===== src/rtl/slip_cmd_frame_buf.sv =====
// Assembles decoded SLIP byte events into one fixed-length command frame and
// hands it to the sequencer on valid/ready. Optional XOR checksum: SLIP_CMD_XOR_CHECK_EN.
module slip_cmd_frame_buf #(
    parameter int unsigned DATA_BYTES = 8
) (
    input  logic                    clk,
    input  logic                    reset,
    input  logic                    i_rx_started,
    input  logic                    i_rx_ended,
    input  logic                    i_rx_byte_done,
    input  logic [7:0]              i_rx_byte,
    output logic                    o_frame_valid,
    input  logic                    i_frame_ready,
    output logic [7:0]              o_cmd,
    output logic [7:0]              o_page_addr,
    output logic [8*DATA_BYTES-1:0] o_data,
    output logic                    o_busy,
    output logic                    o_len_err,
    output logic                    o_cmd_err,
    output logic                    o_sum_err,
    output logic [7:0]              o_drop_cnt
);

    localparam int unsigned FRAME_LEN = DATA_BYTES + 2;
`ifdef SLIP_CMD_XOR_CHECK_EN
    localparam int unsigned EXP_LEN = FRAME_LEN + 1;
`else
    localparam int unsigned EXP_LEN = FRAME_LEN;
`endif
    localparam int unsigned IDX_W = $clog2(EXP_LEN + 2);
    localparam logic [7:0] CMD_READ  = 8'h00;
    localparam logic [7:0] CMD_WRITE = 8'h01;

    localparam logic [1:0] S_IDLE    = 2'd0;
    localparam logic [1:0] S_COLLECT = 2'd1;
    localparam logic [1:0] S_CHECK   = 2'd2;
    localparam logic [1:0] S_HOLD    = 2'd3;

    logic [1:0]       state_q, state_d;
    logic [IDX_W-1:0] idx_q, idx_d;
    logic             started_q, ended_q, byte_done_q;
    logic [7:0]       byte_q;
    logic             wr_en, drop_inc, sum_bad;
    logic             frame_valid_d, busy_d, len_err_d, cmd_err_d, sum_err_d;

    // Input event register: keeps every output free of input-to-output paths.
    always_ff @(posedge clk or negedge reset) begin
        if (!reset) begin
            started_q   <= 1'b0;
            ended_q     <= 1'b0;
            byte_done_q <= 1'b0;
            byte_q      <= 8'h00;
        end else begin
            started_q   <= i_rx_started;
            ended_q     <= i_rx_ended;
            byte_done_q <= i_rx_byte_done;
            byte_q      <= i_rx_byte;
        end
    end

`ifdef SLIP_CMD_XOR_CHECK_EN
    // Running XOR over every stored byte; zero when the trailing checksum matches.
    logic [7:0] chk_q;
    always_ff @(posedge clk or negedge reset) begin
        if (!reset) begin
            chk_q <= 8'h00;
        end else if (idx_d == IDX_W'(0) && idx_q != IDX_W'(0)) begin
            chk_q <= 8'h00;
        end else if (state_d == S_COLLECT && state_q != S_COLLECT) begin
            chk_q <= 8'h00;
        end else if (wr_en) begin
            chk_q <= chk_q ^ byte_q;
        end
    end
    assign sum_bad = (chk_q != 8'h00);
`else
    assign sum_bad = 1'b0;
`endif

    always_comb begin
        state_d       = state_q;
        idx_d         = idx_q;
        wr_en         = 1'b0;
        drop_inc      = 1'b0;
        frame_valid_d = 1'b0;
        len_err_d     = 1'b0;
        cmd_err_d     = 1'b0;
        sum_err_d     = 1'b0;
        case (state_q)
            S_IDLE: begin
                if (started_q) begin
                    state_d = S_COLLECT;
                    idx_d   = '0;
                end
            end
            S_COLLECT: begin
                if (started_q) begin
                    // Start without end: abandon the partial frame, collect the new one.
                    drop_inc  = 1'b1;
                    len_err_d = 1'b1;
                    idx_d     = '0;
                end else begin
                    if (byte_done_q) begin
                        wr_en = (idx_q < IDX_W'(EXP_LEN));
                        if (idx_q != IDX_W'(EXP_LEN + 1)) begin
                            idx_d = idx_q + IDX_W'(1);
                        end
                    end
                    if (ended_q) begin
                        state_d = S_CHECK;
                    end
                end
            end
            S_CHECK: begin
                if (idx_q != IDX_W'(EXP_LEN)) begin
                    len_err_d = 1'b1;
                end else if (o_cmd != CMD_READ && o_cmd != CMD_WRITE) begin
                    cmd_err_d = 1'b1;
                end else if (sum_bad) begin
                    sum_err_d = 1'b1;
                end
                if (len_err_d || cmd_err_d || sum_err_d) begin
                    drop_inc = 1'b1;
                    if (started_q) begin
                        state_d = S_COLLECT;
                        idx_d   = '0;
                    end else begin
                        state_d = S_IDLE;
                    end
                end else begin
                    state_d       = S_HOLD;
                    frame_valid_d = 1'b1;
                    drop_inc      = started_q;
                end
            end
            default: begin
                frame_valid_d = 1'b1;
                drop_inc      = started_q;
                if (o_frame_valid && i_frame_ready) begin
                    state_d       = S_IDLE;
                    frame_valid_d = 1'b0;
                end
            end
        endcase
        busy_d = (state_d != S_IDLE);
    end

    always_ff @(posedge clk or negedge reset) begin
        if (!reset) begin
            state_q <= S_IDLE;
        end else begin
            state_q <= state_d;
        end
    end

    // Registered outputs, index and captured frame bytes.
    always_ff @(posedge clk or negedge reset) begin
        if (!reset) begin
            idx_q         <= '0;
            o_frame_valid <= 1'b0;
            o_busy        <= 1'b0;
            o_len_err     <= 1'b0;
            o_cmd_err     <= 1'b0;
            o_drop_cnt    <= 8'h00;
            o_cmd         <= 8'h00;
            o_page_addr   <= 8'h00;
            o_data        <= '0;
        end else begin
            idx_q         <= idx_d;
            o_frame_valid <= frame_valid_d;
            o_busy        <= busy_d;
            o_len_err     <= len_err_d;
            o_cmd_err     <= cmd_err_d;
            if (drop_inc && o_drop_cnt != 8'hFF) begin
                o_drop_cnt <= o_drop_cnt + 8'd1;
            end
            if (wr_en) begin
                if (idx_q == IDX_W'(0)) o_cmd <= byte_q;
                if (idx_q == IDX_W'(1)) o_page_addr <= byte_q;
                for (int k = 0; k < int'(DATA_BYTES); k++) begin
                    if (idx_q == IDX_W'(k + 2)) o_data[8*k +: 8] <= byte_q;
                end
            end
        end
    end

`ifdef SLIP_CMD_XOR_CHECK_EN
    always_ff @(posedge clk or negedge reset) begin
        if (!reset) begin
            o_sum_err <= 1'b0;
        end else begin
            o_sum_err <= sum_err_d;
        end
    end
`else
    assign o_sum_err = 1'b0;
    logic unused_sum;
    assign unused_sum = sum_err_d;
`endif

endmodule


===== config.mk =====
export PLATFORM = sky130hd
export DESIGN_NAME = slip_cmd_frame_buf
export DESIGN_NICKNAME = d
export VERILOG_FILES = /design/src/rtl/slip_cmd_frame_buf.sv
export SDC_FILE = /design/constraint.sdc
export NUM_CORES = 1
export LEC_CHECK = 0
export ABC_CLOCK_PERIOD_IN_PS = 4700
export CAP_MARGIN = 20
export CORE_MARGIN = 1.5
export CORE_UTILIZATION = 45
export DETAILED_ROUTE_END_ITERATION = 7
export GPL_TIMING_DRIVEN = 0
export PLACE_DENSITY_LB_ADDON = 0.15
export SLEW_MARGIN = 10
export SYNTH_ARGS = -nofsm -noshare
export SYNTH_HDL_FRONTEND = slang
export SYNTH_SLANG_ARGS = --single-unit

===== constraint.sdc =====
create_clock -name clk -period 4.7 [get_ports clk]
set_input_delay 1.41 -clock clk [delete_from_list [all_inputs] [get_ports clk]]
set_output_delay 1.41 -clock clk [all_outputs]
set_load 0.01 [all_outputs]

==> After elaboration in Yosys (flattened, before gate mapping) <==
Cells that the tools add are included.
{ "word_totals": {"output_inout_bits": 93, "elab_cells": 94, "inputBits": 14, "register_bits": 109} }
{ "op_classes": {"n_reduce_logical": 22, "n_lt_le_gt_ge": 1, "muxes": 30, "addsub": 2, "n_eq_ne": 18} }
{ "op_table": {"columns": ["op", "n"], "rows": [
  ["2-to-1 mux 4 bit", 5],
  ["AND reduction 2 bit", 10],
  ["== test 4 x 3 -> 1 bit, second input constant", 4],
  ["2-to-1 mux 1 bit", 15],
  ["one-hot mux 4 bit (3 select lines)", 1],
  ["2-to-1 mux 2 bit", 5],
  ["adder 8 x 1 -> 8 bit, second input constant", 1],
  ["== test 4 x 2 -> 1 bit, second input constant", 2],
  ["== test 4 bit, second input constant", 2],
  ["!= test 4 bit, second input constant", 2],
  ["!= test 8 x 1 -> 1 bit, second input constant", 1],
  ["!= test 8 bit, second input constant", 1],
  ["nonzero test 8 bit", 1],
  ["!= test 3 bit, second input constant", 2],
  ["one-hot mux 2 bit (3 select lines)", 1],
  ["adder 4 x 1 -> 4 bit, second input constant", 1],
  ["== test 4 x 1 -> 1 bit, second input constant", 1],
  ["zero test 4 bit", 1],
  ["< comparator 4 bit, second input constant", 1],
  ["one-hot mux 1 bit (2 select lines)", 2],
  ["AND reduction 4 bit", 1],
  ["logical AND 1 bit", 3],
  ["one-hot mux 1 bit (3 select lines)", 1],
  ["nonzero test 3 bit", 1],
  ["other kinds (7)", 8]
]} }

==> Longest topological paths before layout <==
{ "depth": {"word_depth": 10, "mapped_depth": 7, "mapped_depth_nobuf": 6} }

==> Least setup slack after synthesis <==
No wires, ideal clock.
{ "synth_path": {"kind": "input port to flip-flop", "start": "input i_frame_ready", "end": "register o_busy", "n_path_buf": 0, "setup_time_ns": 0.127, "slack_ns": 2.638, "required_time_ns": 4.573, "path_stages": 4, "t_arrival_ns": 1.935, "path_cell_list": "nand2_1 > a21oi_1 > a41oi_1 > or2_2"} }
{ "synth_between": {"elab_chain_len": 4} }
{ "synth_lines": {"columns": ["item", "line", "source"], "rows": [
  ["start, declared", "13", "input logic i_frame_ready,"],
  ["logical AND 1 bit", "139", "if (o_frame_valid && i_frame_ready) begin"],
  ["2-to-1 mux 2 bit", "139", null],
  ["one-hot mux 2 bit (3 select lines)", "89", "case (state_q)"],
  ["via state_d[1]", "39", "logic [1:0] state_q, state_d;"],
  ["nonzero test 2 bit", "145", "busy_d = (state_d != S_IDLE);"],
  ["via busy_d", "44", "logic frame_valid_d, busy_d, len_err_d, cmd_err_d, sum_err_d;"],
  ["end signal, assigned", "171", "o_busy <= busy_d;"],
  ["end, declared", "17", "output logic o_busy,"]
]} }
The timed path passes the listed nets, and every way through them passes these cells.
A chain may end at the register's enable or synchronous reset.

==> Worst setup path in the final report <==
{ "layout_path": {"start": "register o_drop_cnt[4]", "end": "output o_drop_cnt[4]"} }
{ "layout_rtl": {"columns": ["item", "line", "source"], "rows": [
  ["start, declared", "21", "output logic [7:0] o_drop_cnt"],
  ["start signal, assigned", "175", "o_drop_cnt <= o_drop_cnt + 8'd1;"]
]} }
No word-level cell between the ends.

==> impl.org <==
** Timing
- Worst hold slack :: slightly above 500 ps
- Slew at the pin closest to its max-slew limit :: 702 ps
- Final count of hold timing violations :: 0
- Derived from the worst setup path, the maximum achievable clock frequency is roughly 360 MHz.
- Final min period :: roughly 2800 ps
- Final worst clock skew :: approximately 15 ps
- Final setup violation count :: 0
- Setup repair after global routing missed its margin :: no
- Period utilization :: 0.592
- The worst pin sits at a relative slew slack of 0.529.
- The max-slew violation count was 0.

** CTS
- The later pin in the worst-skew pair is clocked with a latency of approximately 370 ps.
- Master cell of the clock root buffer :: clkbuf_8
- In this run the number of H-tree levels came out at 3.
- Clock-pin slew on the worst setup and hold paths :: 110 ps
- TritonCTS built the clock tree.
- Counting every sink on the clock net gives about 110.
- CTS buffer count :: 9
- Number of buffers inserted by hold repair at cts :: 0
- Post CTS Setup Buffer Count :: 0
- Maximum clock insertion buffer count :: 2
- Total of cells resized after clock tree synthesis :: 0

** Power
- Of the total power, combinational logic draws 0.268.
- Switching portion of total power :: 0.296
- Cell-internal power :: approximately 1.8 mW
- For this design the static power due to leakage is ~2.7 nW.
- Of the total power, the clock network draws 0.258.
- PD cells :: between 400 and 500 nW/µm²
- The design draws between 2 and 2.5 mW.
- Summed over all nets, the switching power comes to 0.734 mW.
- Worst vdd rail ir drop :: roughly 190 µV
- Sequential group share of total power :: 0.473

** Drt
- Avg WL per Cell :: 17.1 µm
- Detailed-route via count :: ~2800
- Iteration count of the initial detailed-routing pass :: 4
- The detail route stage leaves a number of antenna-violating nets equal to 0.
- DRT Wirelength :: 9360 µm
- Initial DRC count :: 52
- After detailed routing, the number of vias per cell comes to 5.08.
- After detailed routing, the number of remaining DRC violations is 0.

** Cells and area
- Of the cells placed in the final design, the portion with a size suffix greater than 1 is 0.274.
- Number of diodes added for antenna fixing :: 0
- Relative to the synthesized area, the layout overhead comes to 33.7%.
- Final net count :: 437

** Worst setup path
- On the worst path, the slowest cell contributes a delay of 570 ps.
- STA puts the critical path data arrival time at approximately 1400 ps.
- Setup crit end kind :: output pin
- Together, buffers and inverters on the worst path number 1.
- The worst setup path is launched from a flop.
- In this design, the largest share of critical-path delay is due to buffers and inverters.
- The worst setup path is of the flop to output pin kind.
- CP max stage cell :: clkdlybuf4s50_1
- CP Data Required Time :: roughly 3300 ps
- Traced cell by cell, the critical path runs through clkdlybuf4s50_1.
- Along the worst path, the maximum fanout reaches 5.

** Global route
- After global routing the overflow that remains totals 0.
- The number of global-route vias before repair was 2813.
- Global-route wire length before repair :: 14900 µm
- Entering global routing, the biggest net connects a little over 70 pins.
- Number of antenna violations at the first check in global routing :: 0
- Across every metal layer, demand over resource in global routing totals 0.193.

** Synthesis
- Summed instance area of the synthesized netlist :: approximately 4400 µm²
- Synthesis produced a netlist whose cell count is roughly 300.
- The share of synthesized area in the top cell type comes to 0.624.
- Leading post-synthesis cells by cell area :: dfrtp_1 (62%), mux2_2 (20%), ha_1 (2.6%)
- Among all flip-flop cells after synthesis, the most frequent one is dfrtp_1.
- Counting every net in the synthesized netlist gives 320.
- The synthesized design contains 0 enable-type register cells.
- Counting flops with an async set or reset pin after synthesis yields a share of 1.00.
- Mean post-synth cell area :: between 10 and 15 µm²
- dfrtp_1 is the most common cell in the netlist.
- During synthesis, Yosys emitted a total of 0 warnings.
- Most instantiated cells after synthesis :: dfrtp_1 (109), mux2_2 (79), ha_1 (9), buf_1 (8), nand2_2 (8)
- Sequential share of the synthesized area :: 0.624
- The largest total area in the synthesized netlist belongs to dfrtp_1.
- Synthesis inferred around 110 register bits.
- Number of unique standard cell types used by synthesis :: 45

** Placement
- HPWL after detailed placement :: about 6400 µm
- Routability-driven placement finished with a final weighted congestion of ~0.84.
- The count of buffers added on input and output ports is around 110.

** Floorplanning
- The floorplan step set the die width to around 100 µm.
- Die area :: between 10000 and 15000 µm²
- Starting density of the core :: 0.469
- Placeable core region :: between 9000 and 10000 µm²
- IO Pins :: around 110
- Floorplan row count :: 35
- Y dimension of the die :: approximately 100 µm

** Run
- The tool flagged a number of max-cap violations equal to 0.

** Hold path
- Worst min path class :: flop to flop

** Status
- The flow ran to the end, and the final reports show no timing, DRC or antenna violations.
## metal layers
metal,vias up,wire (µm),share of wire,GRT usage
li1,1287,-,-,-
met1,1405,4190,0.45,0.258
met2,87,4570,0.49,0.312
met3,5,510,0.054,0.0531
met4,0,83,0.0089,0.0545
met5,-,0,0,0
## layout by cell type, fill, tap and decap left out, drive strengths merged, types with 2 or more instances in the layout
cell	n
bufinv	2
inv	8
nor3	7
ha	9
a32o	2
nor2	3
clkbuf	9
nand2b	5
clkinv	2
nor4	4
clkdlybuf4s50	104
and3	2
o21ai	4
buf	14
nand3	3
dfrtp	109
nand2	14
nand3b	2
nor2b	4
mux2	82
xor2	7
a21oi	3
## registers in the layout, indices dropped and copies added (netlist names), 2 cells and up
register     flops
o_page_addr      8
state_q          2
idx_q            4
o_data          64
byte_q           8
o_cmd            8
o_drop_cnt       8
## final cells by class
cell class	instances	area (µm²)
Fill cell	763	3480
Sequential cell	109	2730
Multi-Input combinational cell	170	1570
Timing Repair Buffer	106	1080
Tap cell	129	161
Clock buffer	9	124
Clock inverter	7	108
Buffer	12	52.6
Inverter	6	22.5
## logic make-up (layout without fill, tap and decap cells)
group	after synthesis	after routing	share of synthesized area
other cells	1	1	0.000858
xor+xnor	7	7	0.0140
compound gates	22	22	0.0372
simple gates	49	49	0.0698
flops	109	109	0.624
fa+ha+maj	9	9	0.0258
mux	82	82	0.211
buf+inv	18	140	0.0172
## power by group through the flow
| stage | combinational [mW] | sequential [mW] | clock, mW |
|---|---|---|---|
| after floorplan | 0.282 | 1.23 | 0 |
| after global placement | 0.654 | 1.19 | 0 |
| after detailed placement | 0.673 | 1.20 | 0 |
| after CTS | 0.675 | 1.18 | 0.655 |
| after global routing | 0.728 | 1.20 | 0.691 |
| final | 0.666 | 1.18 | 0.642 |
## through the flow
stage	area [µm²]	setup WS (ps)	util	setup TNS (ps)	instances
final	5840	1920	0.627	0	548
after global routing	5840	1850	0.627	0	548
after CTS	5840	1900	0.627	0	548
after detailed placement	5610	2100	0.602	0	532
after global placement	5580	-1880	0.599	-204170	531
after floorplan	4370	2640	-	0	297
## worst register-to-register path: stages, from the launching register on
cell,delay [ps]
dfrtp_1,450
inv_1,110
ha_1,300
nand3b_1,170
nor3_2,360
nand2_2,250
mux2_1,360
## worst paths after layout
path	from	to	slack (ps)	cells after the start
min	o_data[2]	o_data[2]	510	1
min reg2reg	o_data[2]	o_data[2]	510	1
max in group asynchronous	reset	o_page_addr[6]	3110	2
max reg2reg	state_q[1]	o_data[2]	2620	6
min in group asynchronous	reset	o_data[41]	930	1
max	o_drop_cnt[4]	o_drop_cnt[4]	1920	1
No activity file was read; power rests on OpenSTA's default activity.
==> edit (same flow settings) <==
`DATA_BYTES`: 8 -> 4.
--- a/src/rtl/slip_cmd_frame_buf.sv
+++ b/src/rtl/slip_cmd_frame_buf.sv
@@ -3,3 +3,3 @@
 module slip_cmd_frame_buf #(
-    parameter int unsigned DATA_BYTES = 8
+    parameter int unsigned DATA_BYTES = 4
 ) (
Ports: changed (resized o_data); port bits go from 107 to 75. The function was not compared with the original's and may differ.
==> edit against the original RTL <==
Synthesized area fell by 28%. Worst hold slack worse by 14 ps. Total power is 10% lower. Non-clock buffer count shrank 40. Cell count decreased by 30%. Cell area shrank 28%. Setup slack better by 8.7 ps. Wire length shrank 34%. Count of clock-buffer cells in the layout increased by 1. Sequential power down 20%. Sequential cell count is 33 lower. Clock skew grew 0.72 ps. Critical path depth unchanged. Maximum frequency up 0.31%.
==> edit: results (changes against the original RTL) <==
Worst R2R Path Depth: 7 (was 6)
Pin count of the biggest net entering global routing: 49 (was 72)
IO buf count: 73 (was 105)
Max IR drop VDD: 292 µV (was 190 µV)
Syn Nets: 241 (was 320)
Reg2reg setup slack: 2540 ps (was 2620 ps)
Leak: 1.95 nW (was 2.73 nW)
Antenna diodes: 0 (unchanged)
Total wire length: 6170 µm (was 9360 µm)
Layout cell share with drive strength beyond 1: 26.1% (was 27.4%)
Critical path peak fanout: 6 (was 5)
Worst setup startpoint: o_drop_cnt[3]$_DFFE_PN0P_ (was o_drop_cnt[4]$_DFFE_PN0P_)
Vias/cell: 5.10 (was 5.08)
Dpl cell area: 3980 µm² (was 5610 µm²)
Max stage delay on crit path: 570 ps (about the same)
H-tree levels: 3 (unchanged)
Distinct cells, synth: 37 (was 45)
Actual slew at the worst max-slew pin: 594 ps (was 702 ps)
YS warnings: 0 (unchanged)
Hold WC Path Type: register to register (unchanged)
Gpl congestion: 0.829 (was 0.841)
GRT Total Usage: 18.0% (was 19.3%)
Clk_lat worst skew: 350 ps (was 370 ps)
Final nets: 326 (was 437)
Hold Path Stages: 1 (unchanged)
FF+latch count, synth: 76 (was 109)
Vias in the first global route: 1950 (was 2813)
Post-Place Cells: 370 (was 532)
Largest reg by FF count: o_data (unchanged)
HPWL after DPL: 4270 µm (was 6410 µm)
Outcome: finished, final reports clean (unchanged)
DR WL/cell: 16.0 µm (was 17.1 µm)
Clock tree buffer depth: 2 (unchanged)
First drt pass iteration count: 4 (unchanged)
Post-Syn Instances: 216 (was 297)
Crit path time final: 2780 ps (about the same)
Hold Startpoint: o_drop_cnt[6]$_DFFE_PN0P_ (was o_data[2]$_DFFE_PN0P_)
Sw Ratio: 29.9% (was 29.6%)
Async SR Flop Fraction: 100% (unchanged)
Pre-CTS setup slack: 2190 ps (was 2100 ps)
Layout Skew: 15.5 ps (was 14.7 ps)
Worst hold endpoint: o_drop_cnt[6]$_DFFE_PN0P_ (was o_data[2]$_DFFE_PN0P_)
Most frequent cells after synthesis: dfrtp_1, mux2_2, ha_1, nand2_1 (was dfrtp_1, mux2_2, ha_1, buf_1, nand2_2)
Largest cells by area after synthesis: dfrtp_1, mux2_2, ha_1 (unchanged)
DR iter-0 viols: 72 (was 52)
Critical Path End: o_drop_cnt[3] (was o_drop_cnt[4])
Endpoint class of the critical path: output port (unchanged)
Root Driver: clkbuf_8 (unchanged)
Family with the most delay on the worst path: buffers and inverters (unchanged)
Crit path max-delay cell type: clkdlybuf4s50_1 (unchanged)
CTS resizes: 0 (unchanged)
First-pass GRT wire length: 9920 µm (was 14900 µm)
Max reg flops: 32 (was 64)
Clk pin slew, worst setup/hold paths: 80 ps (was 110 ps)
Inserted Clock Buffers: 9 (unchanged)
Register area share after synthesis: 60.8% (was 62.4%)
Reg-to-reg endpoint: o_data[31]$_DFFE_PN0P_ (was o_data[2]$_DFFE_PN0P_)
## edit: cell types whose count changed in the layout (fill, tap and decap cells not counted), sizes merged, moves of 3 or more
cell / unedited run / this run
dfrtp: 109 / 76
clkdlybuf4s50: 104 / 72
mux2: 82 / 51
buf: 14 / 6
nand2: 14 / 9
nor2: 3 / 7
nor3: 7 / 3
and2: 0 / 3
## edit: layout make-up
type | count | area [µm²]
fill | 552 | 2560
sequential | 76 | 1900
multi-input combinational | 131 | 1180
timing repair buffer | 74 | 756
clock buffer | 10 | 128
tap | 80 | 100
clock inverter | 6 | 86.3
buffer | 4 | 25.0
inverter | 5 | 18.8
## edit: cell families after synthesis
family | count (synthesis) | synth area share [%]
flops | 76 | 60.8
mux | 52 | 19.0
simple gates | 45 | 8.56
compound gates | 15 | 3.68
fa+ha+maj | 11 | 4.40
buf+inv | 9 | 1.40
xor+xnor | 7 | 1.96
other cells | 1 | 0.120
## edit: stage by stage
step                TNS [ps]  hold slack, ps  power, W
detailed placement         0             484   0.00172
CTS                        0             499   0.00226
global route               0             515   0.00235
floorplan                  0             522   0.00131
global placement      -30110             482   0.00170
finish                     0             494   0.00223
## edit: metal layers
layer | up-vias | track usage [%] | wire length [µm]
met1 | 984 | 24.3 | 2800
met2 | 38 | 26.6 | 2910
met5 | - | 0 | 0
li1 | 935 | - | -
met4 | 0 | 8.80 | 122
met3 | 11 | 5.43 | 336
## edit: power groups by stage
| stage | logic (W) | registers (W) | clock network, W |
|---|---|---|---|
| after floorplan | 0.000304 | 0.00101 | 0 |
| after global placement | 0.000745 | 0.000954 | 0 |
| after detailed placement | 0.000760 | 0.000955 | 0 |
| after CTS | 0.000766 | 0.000944 | 0.000548 |
| after global routing | 0.000813 | 0.000968 | 0.000574 |
| final | 0.000755 | 0.000943 | 0.000536 |
